==> config.mk <==
export PLATFORM = sky130hd
export DESIGN_NAME = la_ioring_seq_flat
export DESIGN_NICKNAME = d
export VERILOG_FILES = /design/src/rtl/la_ioring_seq_if.sv /design/src/rtl/la_ioring_seq.sv /design/src/flat_wrapper.sv
export SDC_FILE = /design/constraint.sdc
export NUM_CORES = 1
export LEC_CHECK = 0
export ABC_AREA = 1
export CORE_MARGIN = 3
export CORE_UTILIZATION = 45
export CTS_CLUSTER_DIAMETER = 150
export DETAILED_ROUTE_END_ITERATION = 10
export PLACE_DENSITY = 0.69
export RECOVER_POWER = 100
export REMOVE_ABC_BUFFERS = 1
export SLEW_MARGIN = 5
export SYNTH_ARGS = -nofsm -noshare
export SYNTH_HDL_FRONTEND = slang
export SYNTH_SLANG_ARGS = --single-unit
==> constraint.sdc <==
create_clock -name clk -period 2.8 [get_ports clk]
set_input_delay 0.28 -clock clk [delete_from_list [all_inputs] [get_ports clk]]
set_output_delay 0.28 -clock clk [all_outputs]
set_load 0.1 [all_outputs]
==> src/rtl/la_ioring_seq_if.sv <==
// Control/status bundle between the always-on controller and the IO ring sequencer.
// The sequencer connects through the slave modport; the controller/padring side uses master.
interface la_ioring_seq_if #(
  parameter int NSEG  = 4,
  parameter int RINGW = 8,
  parameter int CNTW  = 8
);
  logic             on_req;
  logic             off_req;
  logic [CNTW-1:0]  dly;
  logic [NSEG-1:0]  pgood;
  logic [RINGW-1:0] ring_cfg;
  logic [NSEG-1:0]  seg_en;
  logic [NSEG-1:0]  seg_iso;
  logic [RINGW-1:0] ring_out;
  logic             busy;
  logic             on;
  logic             fault;

  modport master (
    output on_req, off_req, dly, pgood, ring_cfg,
    input  seg_en, seg_iso, ring_out, busy, on, fault
  );

  modport slave (
    input  on_req, off_req, dly, pgood, ring_cfg,
    output seg_en, seg_iso, ring_out, busy, on, fault
  );
endinterface

==> src/rtl/la_ioring_seq.sv <==
// IO ring power sequencer: enables segments one at a time with a settle delay and
// power-good check, tears them down in reverse order, and traps power-good faults.
module la_ioring_seq #(
  parameter int NSEG  = 4,
  parameter int RINGW = 8,
  parameter int CNTW  = 8,
  parameter int TMO   = 255
) (
  input  logic          clk,
  input  logic          reset,
  la_ioring_seq_if.slave bus
);
  localparam int IDXW = $clog2(NSEG);
  localparam logic [IDXW-1:0] LAST  = IDXW'(NSEG - 1);
  localparam logic [CNTW-1:0] TMO_C = CNTW'(TMO);

  typedef enum logic [2:0] {S_OFF, S_PWRUP, S_ON, S_PWRDN, S_FAULT} state_t;

  state_t           r_state, w_state;
  logic [IDXW-1:0]  r_idx, w_idx;
  logic [CNTW-1:0]  r_cnt, w_cnt;
  logic [CNTW-1:0]  r_dly, w_dly;
  logic [NSEG-1:0]  r_seg_en, w_seg_en;
  logic [NSEG-1:0]  r_seg_iso, w_seg_iso;
  logic [RINGW-1:0] r_ring, w_ring;
  logic             r_busy, w_busy;
  logic             r_on, w_on;
  logic             r_fault, w_fault;
  logic             w_trip;

  // NOTE: every output is a register, so the FSM computes next values here and the
  // state process below only samples them; no output is decoded combinationally.
  always_comb begin
    // NOTE: all next values default to the current register value first, so no
    // path through the case statement can leave one unassigned and infer a latch.
    w_state   = r_state;
    w_idx     = r_idx;
    w_cnt     = r_cnt;
    w_dly     = r_dly;
    w_seg_en  = r_seg_en;
    w_seg_iso = r_seg_iso;
    w_ring    = r_ring;
    w_busy    = r_busy;
    w_on      = r_on;
    w_fault   = r_fault;
    w_trip    = 1'b0;

    unique case (r_state)
      S_OFF: begin
        if (!bus.off_req && bus.on_req) begin
          w_state     = S_PWRUP;
          w_dly       = bus.dly;
          w_idx       = '0;
          w_cnt       = '0;
          w_seg_en    = '0;
          w_seg_en[0] = 1'b1;
          w_busy      = 1'b1;
        end
      end

      S_PWRUP: begin
        w_cnt = (r_cnt == TMO_C) ? r_cnt : r_cnt + CNTW'(1);
        if (bus.off_req) begin
          // Abort keeps idx so teardown starts from the highest enabled segment.
          w_state = S_PWRDN;
          w_dly   = bus.dly;
          w_cnt   = '0;
        end else if (r_cnt >= r_dly && bus.pgood[r_idx]) begin
          w_cnt = '0;
          if (r_idx == LAST) begin
            w_state   = S_ON;
            w_seg_iso = '0;
            w_ring    = bus.ring_cfg;
            w_on      = 1'b1;
            w_busy    = 1'b0;
          end else begin
            w_idx           = r_idx + IDXW'(1);
            w_seg_en[w_idx] = 1'b1;
          end
        end else if (r_cnt == TMO_C && !bus.pgood[r_idx]) begin
          w_trip = 1'b1;
        end
      end

      S_ON: begin
        if (bus.pgood != '1) begin
          w_trip = 1'b1;
        end else if (bus.off_req) begin
          w_state   = S_PWRDN;
          w_seg_iso = '1;
          w_ring    = '0;
          w_on      = 1'b0;
          w_busy    = 1'b1;
          w_dly     = bus.dly;
          w_idx     = LAST;
          w_cnt     = '0;
        end
      end

      S_PWRDN: begin
        if (r_cnt == r_dly) begin
          w_seg_en[r_idx] = 1'b0;
          w_cnt           = '0;
          if (r_idx == '0) begin
            w_state = S_OFF;
            w_busy  = 1'b0;
          end else begin
            w_idx = r_idx - IDXW'(1);
          end
        end else begin
          w_cnt = r_cnt + CNTW'(1);
        end
      end

      S_FAULT: begin
        if (bus.off_req) begin
          w_state = S_OFF;
          w_fault = 1'b0;
          w_idx   = '0;
          w_cnt   = '0;
        end
      end

      default: w_state = S_OFF;
    endcase

    if (w_trip) begin
      w_state   = S_FAULT;
      w_seg_en  = '0;
      w_seg_iso = '1;
      w_ring    = '0;
      w_on      = 1'b0;
      w_busy    = 1'b0;
      w_fault   = 1'b1;
    end
  end

  // NOTE: sequential state uses non-blocking assignments only, so every register
  // samples pre-edge values and simulation matches the synthesized flops.
  always_ff @(posedge clk or posedge reset) begin
    if (reset) begin
      r_state   <= S_OFF;
      r_idx     <= '0;
      r_cnt     <= '0;
      r_dly     <= '0;
      r_seg_en  <= '0;
      r_seg_iso <= '1;
      r_ring    <= '0;
      r_busy    <= 1'b0;
      r_on      <= 1'b0;
      r_fault   <= 1'b0;
    end else begin
      r_state   <= w_state;
      r_idx     <= w_idx;
      r_cnt     <= w_cnt;
      r_dly     <= w_dly;
      r_seg_en  <= w_seg_en;
      r_seg_iso <= w_seg_iso;
      r_ring    <= w_ring;
      r_busy    <= w_busy;
      r_on      <= w_on;
      r_fault   <= w_fault;
    end
  end

  assign bus.seg_en   = r_seg_en;
  assign bus.seg_iso  = r_seg_iso;
  assign bus.ring_out = r_ring;
  assign bus.busy     = r_busy;
  assign bus.on       = r_on;
  assign bus.fault    = r_fault;
endmodule
==> src/flat_wrapper.sv <==
// flat-port wrapper written by rule: the top's interface ports become plain ports
module la_ioring_seq_flat 
#(
  parameter int NSEG  = 4,
  parameter int RINGW = 8,
  parameter int CNTW  = 8,
  parameter int TMO   = 255
)
  (clk, reset, bus_on_req, bus_off_req, bus_dly, bus_pgood, bus_ring_cfg, bus_seg_en, bus_seg_iso, bus_ring_out, bus_busy, bus_on, bus_fault);
  la_ioring_seq_if #(.NSEG(NSEG), .RINGW(RINGW), .CNTW(CNTW)) bus_i ();
  input  logic clk;
  input  logic reset;
  input wire logic [$bits(bus_i.on_req)-1:0] bus_on_req;
  input wire logic [$bits(bus_i.off_req)-1:0] bus_off_req;
  input wire logic [$bits(bus_i.dly)-1:0] bus_dly;
  input wire logic [$bits(bus_i.pgood)-1:0] bus_pgood;
  input wire logic [$bits(bus_i.ring_cfg)-1:0] bus_ring_cfg;
  output wire logic [$bits(bus_i.seg_en)-1:0] bus_seg_en;
  output wire logic [$bits(bus_i.seg_iso)-1:0] bus_seg_iso;
  output wire logic [$bits(bus_i.ring_out)-1:0] bus_ring_out;
  output wire logic [$bits(bus_i.busy)-1:0] bus_busy;
  output wire logic [$bits(bus_i.on)-1:0] bus_on;
  output wire logic [$bits(bus_i.fault)-1:0] bus_fault;
  assign bus_i.on_req = bus_on_req;
  assign bus_i.off_req = bus_off_req;
  assign bus_i.dly = bus_dly;
  assign bus_i.pgood = bus_pgood;
  assign bus_i.ring_cfg = bus_ring_cfg;
  assign bus_seg_en = bus_i.seg_en;
  assign bus_seg_iso = bus_i.seg_iso;
  assign bus_ring_out = bus_i.ring_out;
  assign bus_busy = bus_i.busy;
  assign bus_on = bus_i.on;
  assign bus_fault = bus_i.fault;
  la_ioring_seq #(.NSEG(NSEG), .RINGW(RINGW), .CNTW(CNTW), .TMO(TMO)) u_core (.clk(clk), .reset(reset), .bus(bus_i));
endmodule
==> results.json <==
{
  "wl_mm": 5.279,
  "start_util": 0.4820,
  "r2r_start": "u_core.r_cnt[1]",
  "startpoint_type": "register",
  "die_w_microns": 78.53,
  "synth_ff_type": "dfrtp_1",
  "drt_iter0_drc": 104,
  "synth_area_sq_mm": 0.002367,
  "drc": 0,
  "path_common_cell": "nand2_1",
  "coreArea_sq_mm": 0.004911,
  "num_rows": 25,
  "wl_per_cell_microns": 12.42,
  "cts_tree": "built",
  "timing.final.crit_share": 0.8239,
  "final_hold_viol_count": 0,
  "clockRootBuffer": "clkbuf_8",
  "whs_endpoint": "u_core.bus.ring_out[6]",
  "numCtsBuffers": 5,
  "synth.yosys.seq_area_share": 0.3916,
  "die_area_sq_mm": 0.006167,
  "fmax_ghz": 0.4335,
  "via_per_inst": 4.984,
  "path_class": "reg2reg",
  "path_clk_slew_ns": 0.07,
  "synth_cell_type_count": 30,
  "yosys_warnings": 0,
  "rr_endpoint": "u_core.bus.ring_out[0]",
  "hold_buffers": 0,
  "hold_path.class": "reg2reg",
  "slew-limit-headroom": -0.3262,
  "rsz0062_at_grt": "no",
  "required_ns": 2.97,
  "end_kind": "register",
  "pin_count": 43,
  "area_growth_pct": 18.13,
  "gp_congestion": 0.9408,
  "grt_max_degree": 38,
  "maxSlewViolCount": 38,
  "dpl_cell_area_sq_mm": 0.002789,
  "min-delay-start": "u_core.bus.ring_out[6]",
  "arrival_ns": 2.48,
  "grt_pass1_vias": 1942,
  "whs_path_depth": 2,
  "drtPass1Iterations": 4,
  "vias": 2118,
  "portBuffers": 42,
  "period_minus_slack_ns": 2.307,
  "synth_edf_count": 0,
  "r2r_slack_ns": 0.49,
  "setup_viol": 0,
  "r2r_cells": 10,
  "final_area_sq_mm": 0.002796,
  "antenna_found_initial": 0,
  "status": "complete, but fails checks",
  "violations": "capacitance limit, slew limit",
  "tightest_slew_ns": 1.989,
  "dp_hpwl_mm": 3.946,
  "die_h_microns": 78.53,
  "htree_levels": 2,
  "cts.repair_timing.setup_buffer_count": 0,
  "grt_usage": 0.1823,
  "synth_seq_cells": 37,
  "grt_overflow": 0,
  "crit_chain": "ha_1 -> nand3_1 -> nor2_1 -> nand3_4 -> nand2_1 -> inv_1 -> nand2_4 -> nand2_2 -> nand2_1 -> nand2_1",
  "critPathSlowestCell": "dfrtp_1",
  "cts_max_path_buffers": 2,
  "cts-resized-gates": 0,
  "crit_fanout": 16,
  "cpPeakStageDelay_ns": 0.41,
  "fin_nets": 397,
  "ant_nets": 0,
  "synth_area_per_cell_sq_um": 7.563,
  "clk_latency_ns": 0.29,
  "maxCapViolCount": 1,
  "setup-tns-final_ns": 0,
  "fin_skew_ns": 0.007433,
  "antenna_cells": 0,
  "synth_cells": 313,
  "clock-sinks": 37,
  "synthArstFlopShare": 1.000,
  "grt_pass1_wl_mm": 8.914,
  "drive_gt1_frac": 0.05307
}
-- area by class of cell --
cell class              instances  area (sq um)
fillers                       524          2115
multi-input cells             236          1259
flip-flops and latches         37         927.1
repair buffers                 44         312.8
inverters                      33         123.9
clock buffers                   8         90.09
well taps                      67         83.83
-- sequential cells by signal, indices dropped and copies added, names as in the netlist --
name and count:
u_core.bus.busy 1, u_core.bus.fault 1, u_core.bus.on 1, u_core.bus.ring_out 8
u_core.bus.seg_en 4, u_core.bus.seg_iso 1, u_core.r_cnt 8, u_core.r_dly 8
u_core.r_idx 2, u_core.r_state 3
-- cells in the final DEF (no fill, tap or decap), drive strengths merged --
cell	Yosys	final
inv	33	33
nand4	19	19
xnor2	1	1
clkbuf	1	28
nand3	20	20
and2	1	1
a21oi	16	16
clkdlybuf4s50	0	23
dfrtp	36	36
nor2	29	29
mux2	1	1
nand3b	4	4
dfstp	1	1
nor3b	1	1
ha	16	16
xor2	4	4
buf	6	1
nor3	2	2
o21ai	16	16
nand2	106	106
-- critical path, delay by kind of cell, from the launching register on --
kind	cells	cell delay, ns
adder cells (fa/ha/maj)	1	0.22
buffers and inverters	1	0.19
flip-flops	1	0.41
AND/OR/NAND/NOR	8	1.36
-- through the flow --
| stage | worst slack [ns] | utilization | std cells | hold WS, ns |
|---|---|---|---|---|
| after floorplan | 0.6922 | - | 306 | 0.3879 |
| after global placement | 0.6932 | 0.5679 | 417 | 0.4570 |
| after detailed placement | 0.6799 | 0.5679 | 417 | 0.4642 |
| after CTS | 0.6807 | 0.5862 | 425 | 0.4477 |
| after global routing | 0.2231 | 0.5694 | 425 | 0.5157 |
| final | 0.4930 | 0.5694 | 425 | 0.4780 |
-- Yosys cell counts, types with 2 or more instances --
master / instances / area (sq um)
dfrtp_1: 36 / 900.9
nor2_1: 25 / 93.84
inv_2: 2 / 7.510
nand2_4: 2 / 22.52
nand3b_1: 4 / 30.03
inv_1: 31 / 116.4
a21oi_1: 16 / 80.08
nand3_1: 18 / 90.09
buf_4: 4 / 30.03
nor2_2: 2 / 12.51
o21ai_0: 16 / 80.08
nand4_1: 19 / 118.9
xor2_1: 4 / 35.03
nand2_2: 2 / 12.51
nand2_1: 102 / 382.9
ha_1: 16 / 200.2
-- cell families (layout without fill, tap and decap cells) --
| family | Yosys count | in the layout | synth area share |
|---|---|---|---|
| simple gates | 182 | 182 | 0.3594 |
| fa+ha+maj | 16 | 16 | 0.08457 |
| buf+inv | 40 | 85 | 0.07346 |
| flops | 37 | 37 | 0.3916 |
| xor+xnor | 5 | 5 | 0.01850 |
| compound gates | 32 | 32 | 0.06766 |
| mux | 1 | 1 | 0.004757 |
-- metal layers --
layer / vias to the layer above / global-route usage / wire [microns] / share of wire
met5: - / 0 / 0 / 0
met3: 9 / 0.04358 / 271 / 0.051
met4: 0 / 0.07517 / 87 / 0.016
li1: 1104 / - / - / -
met1: 951 / 0.2498 / 2568 / 0.49
met2: 54 / 0.2750 / 2352 / 0.45
-- how the worst max path moves through the flow --
stage	endpoint	slack, ns	cells past startpoint	startpoint
3_5_place_dp	u_core.bus.ring_out[0]	0.68	7	bus_off_req
2_1_floorplan	bus_seg_iso[0]	0.69	0	u_core.bus.seg_iso[2]
3_3_place_gp	u_core.bus.ring_out[2]	0.69	7	bus_off_req
4_1_cts	u_core.bus.ring_out[0]	0.68	10	u_core.r_cnt[1]
6_report	u_core.bus.ring_out[0]	0.49	10	u_core.r_cnt[1]
5_1_grt	u_core.bus.ring_out[1]	0.22	3	reset
Power is left out: the tool's default activity adds up to more than one toggle a clock period on the data nets, which glitch-free logic cannot reach.
